<file path="src/rtl/crc32_parallel.sv">
// Ethernet CRC-32 generator/checker. It consumes P_DW/8 bytes per cycle with byte enables on
// the last beat. Defining CRC32_PARALLEL_CHECK_EN adds the FCS residue check on o_crc_ok.
module crc32_parallel #(
  parameter int unsigned P_DW   = 8,
  parameter logic [31:0] P_INIT = 32'hFFFFFFFF
) (
  input  logic              i_clk,
  input  logic              i_rst,
  input  logic              i_en,
  input  logic              i_sof,
  input  logic              i_eof,
  input  logic [P_DW-1:0]   i_data,
  input  logic [P_DW/8-1:0] i_keep,
  output logic [31:0]       o_crc,
  output logic              o_crc_valid,
  output logic              o_abort,
  output logic              o_crc_ok
);

  localparam int unsigned NB      = P_DW / 8;
  localparam logic [31:0] POLY    = 32'hEDB88320;
  localparam logic [31:0] RESIDUE = 32'hDEBB20E3;

  typedef enum logic {StIdle, StActive} state_t;

  state_t          r_state;
  state_t          w_state_next;
  logic [31:0]     r_crc;
  logic [31:0]     r_crc_out;
  logic            r_crc_valid;
  logic            r_abort;
  logic            w_consume;
  logic            w_abort;
  logic            w_done;
  logic [NB-1:0]   w_keep;
  logic [31:0]     w_seed;
  logic [31:0]     w_crc_next;

  // Byte-serial reflected CRC, fully unrolled so a whole beat settles in one cycle.
  function automatic logic [31:0] crc_bytes(input logic [31:0]   crc,
                                            input logic [P_DW-1:0] data,
                                            input logic [NB-1:0]   keep);
    logic [31:0] c;
    c = crc;
    for (int b = 0; b < NB; b++) begin
      if (keep[b]) begin
        c = c ^ {24'h000000, data[8*b +: 8]};
        for (int k = 0; k < 8; k++) begin
          c = c[0] ? ((c >> 1) ^ POLY) : (c >> 1);
        end
      end
    end
    return c;
  endfunction

  always_comb begin
    w_state_next = r_state;
    w_consume    = 1'b0;
    w_abort      = 1'b0;
    if (i_en) begin
      if (i_sof) begin
        w_consume    = 1'b1;
        w_abort      = (r_state == StActive);
        w_state_next = i_eof ? StIdle : StActive;
      end else if (r_state == StActive) begin
        w_consume = 1'b1;
        if (i_eof) begin
          w_state_next = StIdle;
        end
      end
    end
    w_done     = w_consume & i_eof;
    w_keep     = i_eof ? i_keep : {NB{1'b1}};
    w_seed     = i_sof ? P_INIT : r_crc;
    w_crc_next = crc_bytes(w_seed, i_data, w_keep);
  end

  always_ff @(posedge i_clk or posedge i_rst) begin
    if (i_rst) begin
      r_state     <= StIdle;
      r_crc       <= P_INIT;
      r_crc_out   <= 32'h00000000;
      r_crc_valid <= 1'b0;
      r_abort     <= 1'b0;
    end else begin
      r_state     <= w_state_next;
      r_crc_valid <= w_done;
      r_abort     <= w_abort;
      if (w_consume) begin
        r_crc     <= w_crc_next;
        r_crc_out <= ~w_crc_next;
      end
    end
  end

`ifdef CRC32_PARALLEL_CHECK_EN
  logic r_crc_ok;

  // A frame that carries its own FCS leaves the fixed residue in the raw register.
  always_ff @(posedge i_clk or posedge i_rst) begin
    if (i_rst) begin
      r_crc_ok <= 1'b0;
    end else begin
      r_crc_ok <= w_done & (w_crc_next == RESIDUE);
    end
  end

  assign o_crc_ok = r_crc_ok;
`else
  assign o_crc_ok = 1'b0;
`endif

  assign o_crc       = r_crc_out;
  assign o_crc_valid = r_crc_valid;
  assign o_abort     = r_abort;

endmodule

</file>
<file path="config.mk">
export PLATFORM = sky130hd
export DESIGN_NAME = crc32_parallel
export DESIGN_NICKNAME = d
export VERILOG_FILES = /design/src/rtl/crc32_parallel.sv
export SDC_FILE = /design/constraint.sdc
export NUM_CORES = 1
export LEC_CHECK = 0
export BUFFER_PORTS_ARGS = -buffer_cell sky130_fd_sc_hd__buf_2
export CAP_MARGIN = 10
export CELL_PAD_IN_SITES_DETAIL_PLACEMENT = 0
export CELL_PAD_IN_SITES_GLOBAL_PLACEMENT = 2
export CORE_AREA = 2 2 117 130
export CTS_CLUSTER_SIZE = 28
export DETAILED_ROUTE_END_ITERATION = 6
export DIE_AREA = 0 0 119 132
export PLACE_DENSITY_LB_ADDON = 0.05
export SETUP_SLACK_MARGIN = 0.4
export SYNTH_ARGS = -nofsm -noshare
export SYNTH_HDL_FRONTEND = slang
export SYNTH_SLANG_ARGS = --single-unit
export TNS_END_PERCENT = 30
</file>
<file path="constraint.sdc">
create_clock -name i_clk -period 4.87 [get_ports i_clk]
set_clock_uncertainty 0.05 [all_clocks]
set_input_delay 0.2435 -clock i_clk [delete_from_list [all_inputs] [get_ports i_clk]]
set_output_delay 0.2435 -clock i_clk [all_outputs]
set_load 0.02 [all_outputs]
</file>
==> reports/qor.txt, run 1 <==
======================================================================================
Result of the run ....................................................... finished clean
RSZ-0062 raised after global routing ....................................        false
Relative area change from synthesis to final layout .....................        15.8%
Number of nets produced by synthesis ....................................          456
Endpoint class of the critical path .....................................         flop
Most frequently used flop master after synthesis ........................      dfrtp_1
Setup TNS ...............................................................         0 ps
Overall die width .......................................................  119 microns
Routed wire length ...................................................... 12700 microns
Average detailed-routed wire length per instance ........................ 19.1 microns
Biggest fanout along the worst timing path ..............................           10
Arrival time at the worst endpoint ......................................      2650 ps
Number of resized instances in the post-cts repair step .................            0
Antenna-violating nets left .............................................            0
Min cycle time layout ...................................................      2470 ps
Iter 0 DRT Violations ...................................................          105
First-pass GRT wire length .............................................. 20300 microns
FILL cells ..............................................................         1487
Floorplan row count .....................................................           46
Mapped Avg Cell Area ....................................................   9.63 sq um
Number of setup violations in the final report ..........................            0
Synthesized instance count ..............................................          442
Latest clock arrival within the worst-skew pair .........................       340 ps
Highest Clock Rate ......................................................      404 MHz
CP Class ................................................................   reg -> reg
Areal power density over the cells ......................................  717 nW/um^2
Share of cells above drive strength 1 ...................................        24.2%
Share of synthesized area occupied by flip-flops and latches ............        40.3%
Count of yosys warnings during synthesis ................................            0
Synth cell types ........................................................           39
Top cells by area, synth ................................................ dfrtp_1, dfstp_2, xnor2_1
Count of state elements after synthesis .................................           67
Number of synthesized flops with an enable pin ..........................            0
Number of vias per cell after detailed routing ..........................         4.83
Max-cap violations ......................................................            0
Post-synth ARST share ...................................................         100%
CTS Root Cell ...........................................................    clkbuf_16
Number of global-route vias before repair ...............................         3255
Crit path required time .................................................      5040 ps
Library cell with the largest summed area after synthesis ...............      dfrtp_1
Weighted congestion reported at the end of routability-driven placement .        0.772
Place WS ................................................................      2130 ps
Number of I/O pins ......................................................           49
Final number of max-transition violations ...............................            0
Largest net degree at the start of global routing .......................           68
Most common library cell in the layout ignoring fill and taps ...........       nor2_1
Post-CTS Hold Buffers ...................................................            0
Area share of the leading cell type in the synthesized netlist ..........        20.6%
Vias after detailed routing .............................................         3222
Transition at the pin with the smallest max-transition slack ............      1090 ps
Max transition margin ...................................................        27.2%
Final cycle utilization of the critical path ............................        50.8%
Worst-case vdd ir drop ..................................................   0.000180 V
Effective utilization at floorplan ......................................        29.7%
Depth of the CTS H-tree .................................................            3
Post-layout nets ........................................................          484
Tightest Hold Check Type ................................................    in -> reg
Type of element launching the critical path .............................         flop
Summed instance area of the synthesized netlist .........................   4260 sq um
Antenna Diode Count .....................................................            0
CTS sink count ..........................................................           67
TritonCTS clock tree ....................................................          yes
GRT Overall Usage .......................................................        17.1%
TritonCTS buffer count ..................................................            9
Slack of the critical path ..............................................      2400 ps
Number of buffers inserted by post-CTS setup repair .....................            0
Remaining routing DRC violations ........................................            0
Fraction of the core area covered by cells at the end of the flow .......        34.4%
Number of hold-slack violations in the final timing report ..............            0
Die height ..............................................................  132 microns
Clock transition at the registers of the reported paths .................        60 ps
Total Power .............................................................      3.53 mW
DPL Wire Length ......................................................... 8820 microns
WHS .....................................................................      78.7 ps
LEAKAGE .................................................................      2.12 nW
DRT Pass-1 Iters ........................................................            4
Overflow left after global routing ......................................            0
Number of port buffers ..................................................           47
Maximum clock insertion buffer count ....................................            2
Commonest cells after routing, fill and taps aside ...................... nor2_1, nand2_1, buf_2
Core Box Area ...........................................................  14300 sq um
Die area ................................................................  15700 sq um
Number of antenna violations at the first check in global routing .......            0
======================================================================================
final timing paths:
| kind | startpoint | cells past startpoint | slack, ps | to |
|---|---|---|---|---|
| min in group asynchronous | i_rst | 3 | 90 | o_crc[31]$_DFFE_PP0P_ |
| max in group asynchronous | i_rst | 3 | 4070 | o_crc[3]$_DFFE_PP0P_ |
| min reg2reg | r_crc[17]$_DFFE_PP1P_ | 2 | 420 | r_crc[17]$_DFFE_PP1P_ |
| min | i_eof | 2 | 80 | r_state$_DFFE_PP0P_ |
| max reg2reg | r_crc[0]$_DFFE_PP1P_ | 6 | 2400 | o_crc[19]$_DFFE_PP0P_ |
| max | r_crc[0]$_DFFE_PP1P_ | 6 | 2400 | o_crc[19]$_DFFE_PP0P_ |
routing by layer:
metal,part of all wire (%),GRT usage [%],vias up
li1,-,-,1564
met4,2.0,6.48,0
met5,0,0,-
met1,48,23.5,1599
met2,48,27.3,44
met3,1.8,2.55,15
report_power, final:
group | switching [mW] | total, mW | internal, mW | leakage, nW
Sequential | 0.263 | 1.15 | 0.888 | 0.746
Combinational | 0.892 | 1.72 | 0.832 | 1.23
Clock | 0.250 | 0.658 | 0.408 | 0.145
cells by family (layout without fill, tap and decap cells):
kind of cell,after synthesis,in the layout,synth area share (%)
AOI/OAI and AO/OA,109,109,17.2
xor gates and xnor gates,84,84,24.5
buffers and inverters,39,72,3.94
DFF,67,67,40.3
muxes,1,1,0.235
other,1,1,0.0881
and+or+nand+nor,141,141,13.7
synthesized netlist by cell type (7+ instances only):
cell type / count
xor2_1: 15
dfstp_2: 32
xnor3_1: 17
buf_2: 8
clkbuf_1: 22
xnor2_1: 44
dfrtp_1: 35
o22a_1: 7
a21oi_1: 24
o221ai_1: 16
o21ai_0: 15
nor2_1: 68
o21a_1: 25
nand2_1: 53
per-stage QoR:
stage	std cells	cell area, sq um
finish	667	4930
global route	667	4930
CTS	667	4930
detailed placement	651	4630
global placement	651	4630
floorplan	442	4260
registers in the layout, indices dropped and copies added (netlist names):
name	cells
o_crc	32
r_crc	32
o_abort	1
o_crc_valid	1
r_state	1
worst max-delay path: stages (launching register included):
cell and delay [ps]:
dfstp_2 720, xnor2_2 180, nor2_4 60, xnor3_2 520, xor2_1 300, xor2_1 160, a221o_1 350
final cells by class:
class / count / area (sq um) / area share, %
multi-input cells: 336 / 2380 / 48.3
repair buffers: 54 / 288 / 5.84
flip-flops and latches: 67 / 1720 / 34.8
well taps: 192 / 240 / 4.87
inverters: 2 / 7.51 / 0.152
clock buffers: 11 / 243 / 4.93
clock inverters: 5 / 52.6 / 1.07
(Power assumes the default switching activity.)
==> inputs of run 2 (changes only) <==
- clock period: 4.87 -> 2.4 ns (I/O delays scaled with it)
==> reports/qor.txt, run 2 (synthesized netlist as in run 1, its figures left out) <==
======================================================================================
GRT Overall Usage .......................................................        18.1%   was 17.1%
Commonest cells after routing, fill and taps aside ...................... nor2_1, nand2_1, buf_2   unchanged
Post-layout nets ........................................................          525   was 484
Biggest fanout along the worst timing path ..............................            3   was 10
Critical R2R Capture .................................................... o_crc[19]$_DFFE_PP0P_   unchanged
Fraction of the core area covered by cells at the end of the flow .......        38.5%   was 34.4%
LEAKAGE .................................................................      2.40 nW   was 2.12 nW
Overflow left after global routing ......................................            0   unchanged
Logic depth of the worst register-to-register path ......................            7   was 6
RSZ-0062 raised after global routing ....................................         true   was false
Cell depth of the worst setup path ......................................            7   was 6
Endpoint class of the critical path .....................................         flop   unchanged
Uppermost layer routed ..................................................         met4   unchanged
Effective utilization at floorplan ......................................        29.7%   unchanged
Die height ..............................................................  132 microns   unchanged
Largest net degree at the start of global routing .......................           68   unchanged
Part of the power in registers ..........................................        28.0%   was 32.6%
Relative area change from synthesis to final layout .....................        29.7%   was 15.8%
Worst-case vdd ir drop ..................................................   0.000520 V   was 0.000180 V
Final number of max-transition violations ...............................            0   unchanged
Wl on met1 .............................................................. 6540 microns   was 6130 microns
Total Power .............................................................      7.98 mW   was 3.53 mW
Max transition margin ...................................................        58.9%   was 27.2%
Share of cells above drive strength 1 ...................................        34.7%   was 24.2%
Crit path to ............................................................ o_crc[19]$_DFFE_PP0P_   unchanged
Number of antenna violations at the first check in global routing .......            0   unchanged
Weighted congestion reported at the end of routability-driven placement .        0.785   was 0.772
Switching share of total power ..........................................        39.2%   was 39.8%
Number of global-route vias before repair ...............................         3434   was 3255
Final cycle utilization of the critical path ............................        92.4%   was 50.8%
Net switching power figure ..............................................      3.13 mW   was 1.41 mW
Max-cap violations ......................................................            0   unchanged
Tightest Hold Check Type ................................................    in -> reg   unchanged
Worst path slowest cell .................................................      dfstp_2   unchanged
Min cycle time layout ...................................................      2220 ps   was 2470 ps
Crit path required time .................................................      2570 ps   was 5040 ps
WHS .....................................................................      93.1 ps   was 78.7 ps
Average detailed-routed wire length per instance ........................ 19.4 microns   was 19.1 microns
First-pass GRT wire length .............................................. 21200 microns   was 20300 microns
Depth of the CTS H-tree .................................................            3   unchanged
Vias after detailed routing .............................................         3380   was 3222
Setup TNS ...............................................................         0 ps   unchanged
Highest Clock Rate ......................................................      451 MHz   was 404 MHz
TritonCTS buffer count ..................................................            9   unchanged
Remaining routing DRC violations ........................................            0   unchanged
Reg-to-reg critical path startpoint ..................................... r_crc[5]$_DFFE_PP1P_   was r_crc[0]$_DFFE_PP1P_
Sequence of cells on the critical path .................................. buf_6 > nor2_4 > xnor2_2 > xnor3_2 > xor2_4 > xor2_1 > a221o_1   was xnor2_2 > nor2_4 > xnor3_2 > xor2_1 > xor2_1 > a221o_1
Areal power density over the cells ...................................... 1450 nW/um^2   was 717 nW/um^2
Slack of the worst reg-to-reg path ......................................       180 ps   was 2400 ps
Internal power ..........................................................      4.85 mW   was 2.13 mW
Hold path startpoint ....................................................         i_en   was i_eof
Transition at the pin with the smallest max-transition slack ............       614 ps   was 1090 ps
Type of element launching the critical path .............................         flop   unchanged
Number of hold-slack violations in the final timing report ..............            0   unchanged
DPL Wire Length ......................................................... 9480 microns   was 8820 microns
Number of vias per cell after detailed routing ..........................         4.77   was 4.83
Maximum clock insertion buffer count ....................................            2   unchanged
Number of setup violations in the final report ..........................            0   unchanged
CP max stage delay ......................................................       560 ps   was 720 ps
Antenna Diode Count .....................................................            0   unchanged
FILL cells ..............................................................         1465   was 1487
Length of routed met2 wiring ............................................ 6490 microns   was 6100 microns
Floorplan row count .....................................................           46   unchanged
Number of I/O pins ......................................................           49   unchanged
CTS Root Cell ...........................................................    clkbuf_16   unchanged
Antenna-violating nets left .............................................            0   unchanged
Latest clock arrival within the worst-skew pair .........................       350 ps   was 340 ps
DRT Pass-1 Iters ........................................................            7   was 4
Relative contribution of the clock network to total power ...............        16.9%   was 18.6%
CP Class ................................................................   reg -> reg   unchanged
TritonCTS clock tree ....................................................          yes   unchanged
Critical Path Source .................................................... r_crc[5]$_DFFE_PP1P_   was r_crc[0]$_DFFE_PP1P_
Iter 0 DRT Violations ...................................................          123   was 105
Most common library cell in the layout ignoring fill and taps ...........       nor2_1   unchanged
Detailed-routed wire length on met3 .....................................  326 microns   was 231 microns
Overall die width .......................................................  119 microns   unchanged
Core Box Area ...........................................................  14300 sq um   unchanged
DP Cell Count ...........................................................          672   was 651
Clock transition at the registers of the reported paths .................        60 ps   about the same
Die area ................................................................  15700 sq um   unchanged
CTS sink count ..........................................................           67   unchanged
Finished Layout Cells ...................................................          708   was 667
Result of the run ....................................................... finished clean   unchanged
Arrival time at the worst endpoint ......................................      2390 ps   was 2650 ps
Portion of total power attributed to combinational logic ................        55.0%   was 48.8%
Kind of cell adding the most delay to the critical path ................. XOR/XNOR gates   unchanged
Routed wire length ...................................................... 13700 microns   was 12700 microns
Critical path buffers and inverters .....................................            1   was 0
Number of port buffers ..................................................           47   unchanged
======================================================================================
run 2: cell type report:
type / instances / area [sq um] / share of cell area (%)
Multi-Input combinational cell: 336 / 2590 / 46.9
Sequential cell: 67 / 1720 / 31.1
Inverter: 2 / 7.51 / 0.136
Tap cell: 192 / 240 / 4.35
Clock inverter: 5 / 52.6 / 0.952
Timing Repair Buffer: 95 / 671 / 12.1
Clock buffer: 11 / 243 / 4.40
run 2: power by group through the flow:
stage          clock network [mW]  registers, mW  logic (mW)
6_report                     1.35           2.24        4.39
5_1_grt                      1.43           2.31        4.77
4_1_cts                      1.38           2.26        4.04
3_5_place_dp                    0           2.30        3.78
3_3_place_gp                    0           2.29        3.75
2_1_floorplan                   0           2.37        2.65
run 2: timing repair:
item	CTS	global route
pin swaps	3	21
gates resized for setup	8	24
endpoints found under the setup margin	38	47
hold buffers	2	0
hold endpoints to repair	36	0
setup buffers	10	8
run 2: routing by layer:
metal / vias up / track usage [%]
met5: - / 0
met4: 0 / 8.07
met3: 21 / 2.38
met2: 57 / 28.5
met1: 1665 / 24.9
li1: 1637 / -
run 2: worst min path at each step:
stage | slack, ps | cells past startpoint | to
floorplan | 160 | 1 | r_state$_DFFE_PP0P_
global placement | 180 | 3 | o_crc[28]$_DFFE_PP0P_
detailed placement | 190 | 3 | o_crc[28]$_DFFE_PP0P_
CTS | 90 | 3 | r_crc[16]$_DFFE_PP1P_
global route | 120 | 3 | r_crc[24]$_DFFE_PP1P_
finish | 90 | 3 | r_crc[24]$_DFFE_PP1P_
run 2: worst register-to-register path: stages, from the launching register on:
cell     delay, ps
dfstp_2        560
buf_6          120
nor2_4          30
xnor2_2        170
xnor3_2        450
xor2_4         200
xor2_1         190
a221o_1        310
run 2: metrics by stage:
step           cell area [sq um]  worst slack, ps
2_1_floorplan               4320              325
3_3_place_gp                4850             73.2
3_5_place_dp                4850             70.1
4_1_cts                     5320              207
5_1_grt                     5520              141
6_report                    5520              182
==> inputs of run 3 (changes only) <==
==> constraint.sdc (replaced) <==
create_clock -name i_clk -period 2.4 [get_ports i_clk]
set_clock_uncertainty 0.05 [all_clocks]
set_input_delay 0.24 -clock i_clk [delete_from_list [all_inputs] [get_ports i_clk]]
set_output_delay 0.24 -clock i_clk [all_outputs]
set_load 0.02 [all_outputs]
==> reports/qor.txt, run 3 (synthesized netlist as in run 1, its figures left out) <==
======================================================================================
Result of the run ....................................................... finished clean   unchanged
Crit path required time .................................................      2570 ps   about the same
Die height ..............................................................  132 microns   unchanged
GRT Overall Usage .......................................................        18.2%   was 18.1%
Total Power .............................................................      7.85 mW   was 7.98 mW
Vias after detailed routing .............................................         3370   was 3380
Antenna Diode Count .....................................................            0   unchanged
CP Class ................................................................   reg -> reg   unchanged
DPL Wire Length ......................................................... 9460 microns   was 9480 microns
CP max stage delay ......................................................       570 ps   was 560 ps
Number of hold-slack violations in the final timing report ..............            0   unchanged
Share of cells above drive strength 1 ...................................        36.3%   was 34.7%
Endpoint class of the critical path .....................................         flop   unchanged
Number of setup violations in the final report ..........................            0   unchanged
Weighted congestion reported at the end of routability-driven placement .        0.779   was 0.785
Areal power density over the cells ...................................... 1420 nW/um^2   was 1450 nW/um^2
Final number of max-transition violations ...............................            0   unchanged
Setup TNS ...............................................................         0 ps   unchanged
Die area ................................................................  15700 sq um   unchanged
Iter 0 DRT Violations ...................................................          188   was 123
Overall die width .......................................................  119 microns   unchanged
Sequence of cells on the critical path .................................. nor2_4 > xnor2_2 > xnor3_2 > xor2_4 > xor2_1 > a221o_1   was buf_6 > nor2_4 > xnor2_2 > xnor3_2 > xor2_4 > xor2_1 > a221o_1
Latest clock arrival within the worst-skew pair .........................       340 ps   was 350 ps
CTS sink count ..........................................................           67   unchanged
Floorplan row count .....................................................           46   unchanged
Number of I/O pins ......................................................           49   unchanged
Number of vias per cell after detailed routing ..........................         4.69   was 4.77
Arrival time at the worst endpoint ......................................      2330 ps   was 2390 ps
Most common library cell in the layout ignoring fill and taps ...........       nor2_1   unchanged
Effective utilization at floorplan ......................................        29.7%   unchanged
Core Box Area ...........................................................  14300 sq um   unchanged
Type of element launching the critical path .............................         flop   unchanged
Post-layout nets ........................................................          535   was 525
Commonest cells after routing, fill and taps aside ...................... nor2_1, nand2_1, buf_4   was nor2_1, nand2_1, buf_2
Worst-case vdd ir drop ..................................................   0.000427 V   was 0.000520 V
LEAKAGE .................................................................      2.44 nW   was 2.40 nW
Remaining routing DRC violations ........................................            0   unchanged
Kind of cell adding the most delay to the critical path ................. XOR/XNOR gates   unchanged
Maximum clock insertion buffer count ....................................            2   unchanged
WHS .....................................................................      73.8 ps   was 93.1 ps
Max-cap violations ......................................................            0   unchanged
Slack of the critical path ..............................................       245 ps   was 182 ps
Biggest fanout along the worst timing path ..............................            3   unchanged
Min cycle time layout ...................................................      2160 ps   was 2220 ps
Critical path buffers and inverters .....................................            0   was 1
Clock transition at the registers of the reported paths .................        60 ps   about the same
TritonCTS buffer count ..................................................            9   unchanged
RSZ-0062 raised after global routing ....................................         true   unchanged
Fraction of the core area covered by cells at the end of the flow .......        38.7%   was 38.5%
Number of port buffers ..................................................           47   unchanged
Highest Clock Rate ......................................................      464 MHz   was 451 MHz
First-pass GRT wire length .............................................. 21300 microns   was 21200 microns
Number of global-route vias before repair ...............................         3477   was 3434
Overflow left after global routing ......................................            0   unchanged
Depth of the CTS H-tree .................................................            3   unchanged
Place WS ................................................................       102 ps   was 70.1 ps
FILL cells ..............................................................         1458   was 1465
TritonCTS clock tree ....................................................          yes   unchanged
DRT Pass-1 Iters ........................................................            4   was 7
Final cycle utilization of the critical path ............................        89.8%   was 92.4%
Routed wire length ...................................................... 13500 microns   was 13700 microns
Tightest Hold Check Type ................................................    in -> reg   unchanged
Average detailed-routed wire length per instance ........................ 18.8 microns   was 19.4 microns
Number of antenna violations at the first check in global routing .......            0   unchanged
Relative area change from synthesis to final layout .....................        30.2%   was 29.7%
Worst path slowest cell .................................................      dfstp_2   unchanged
Antenna-violating nets left .............................................            0   unchanged
Largest net degree at the start of global routing .......................           68   unchanged
CTS Root Cell ...........................................................    clkbuf_16   unchanged
======================================================================================
run 3: path summary, 6_finish.rpt:
check / start / to / slack, ps / depth (start not counted)
hold / removal: i_eof / r_state$_DFFE_PP0P_ / 70 / 2
setup / recovery: r_crc[5]$_DFFE_PP1P_ / o_crc[19]$_DFFE_PP0P_ / 240 / 6
min in group asynchronous: i_rst / o_crc[31]$_DFFE_PP0P_ / 470 / 4
setup reg to reg: r_crc[5]$_DFFE_PP1P_ / o_crc[19]$_DFFE_PP0P_ / 240 / 6
max in group asynchronous: i_rst / r_crc[10]$_DFFE_PP1P_ / 1490 / 4
hold reg to reg: r_crc[25]$_DFFE_PP1P_ / r_crc[25]$_DFFE_PP1P_ / 420 / 2
run 3: where the power goes:
part / switching [mW] / internal (mW) / leakage, nW
Clock: 0.505 / 0.693 / 0.130
Combinational: 2.14 / 2.26 / 1.56
Sequential: 0.454 / 1.80 / 0.746
Total: 3.09 / 4.76 / 2.44
run 3: repair_timing:
item,in CTS,in global routing
endpoints found under the hold margin,35,0
hold buffers,1,0
setup endpoints to repair,33,41
resized for setup,19,13
setup buffers,17,10
pin swaps,16,10
run 3: metal layers:
layer	GRT usage, %	share of wire [%]
met1	24.5	47
met2	29.6	48
met3	3.59	3.0
met4	5.29	1.5
met5	0	0
run 3: cell type report:
| type | count | area, sq um | share of cell area [%] |
|---|---|---|---|
| Multi-Input combinational cell | 336 | 2590 | 46.7 |
| Sequential cell | 67 | 1720 | 31.0 |
| Timing Repair Buffer | 105 | 734 | 13.2 |
| Tap cell | 192 | 240 | 4.33 |
| Clock buffer | 12 | 236 | 4.27 |
| Clock inverter | 4 | 20.0 | 0.361 |
| Inverter | 2 | 7.51 | 0.135 |
run 3: metrics by stage:
step	area (sq um)	cells
6_report	5540	718
2_1_floorplan	4320	442
3_3_place_gp	4860	674
5_1_grt	5540	718
4_1_cts	5380	708
3_5_place_dp	4860	674
run 3: worst reg2reg max path, cell delays in order (launching register included):
cell     delay [ps]
dfstp_2         570
nor2_4           40
xnor2_2         180
xnor3_2         450
xor2_4          230
xor2_1          200
a221o_1         310
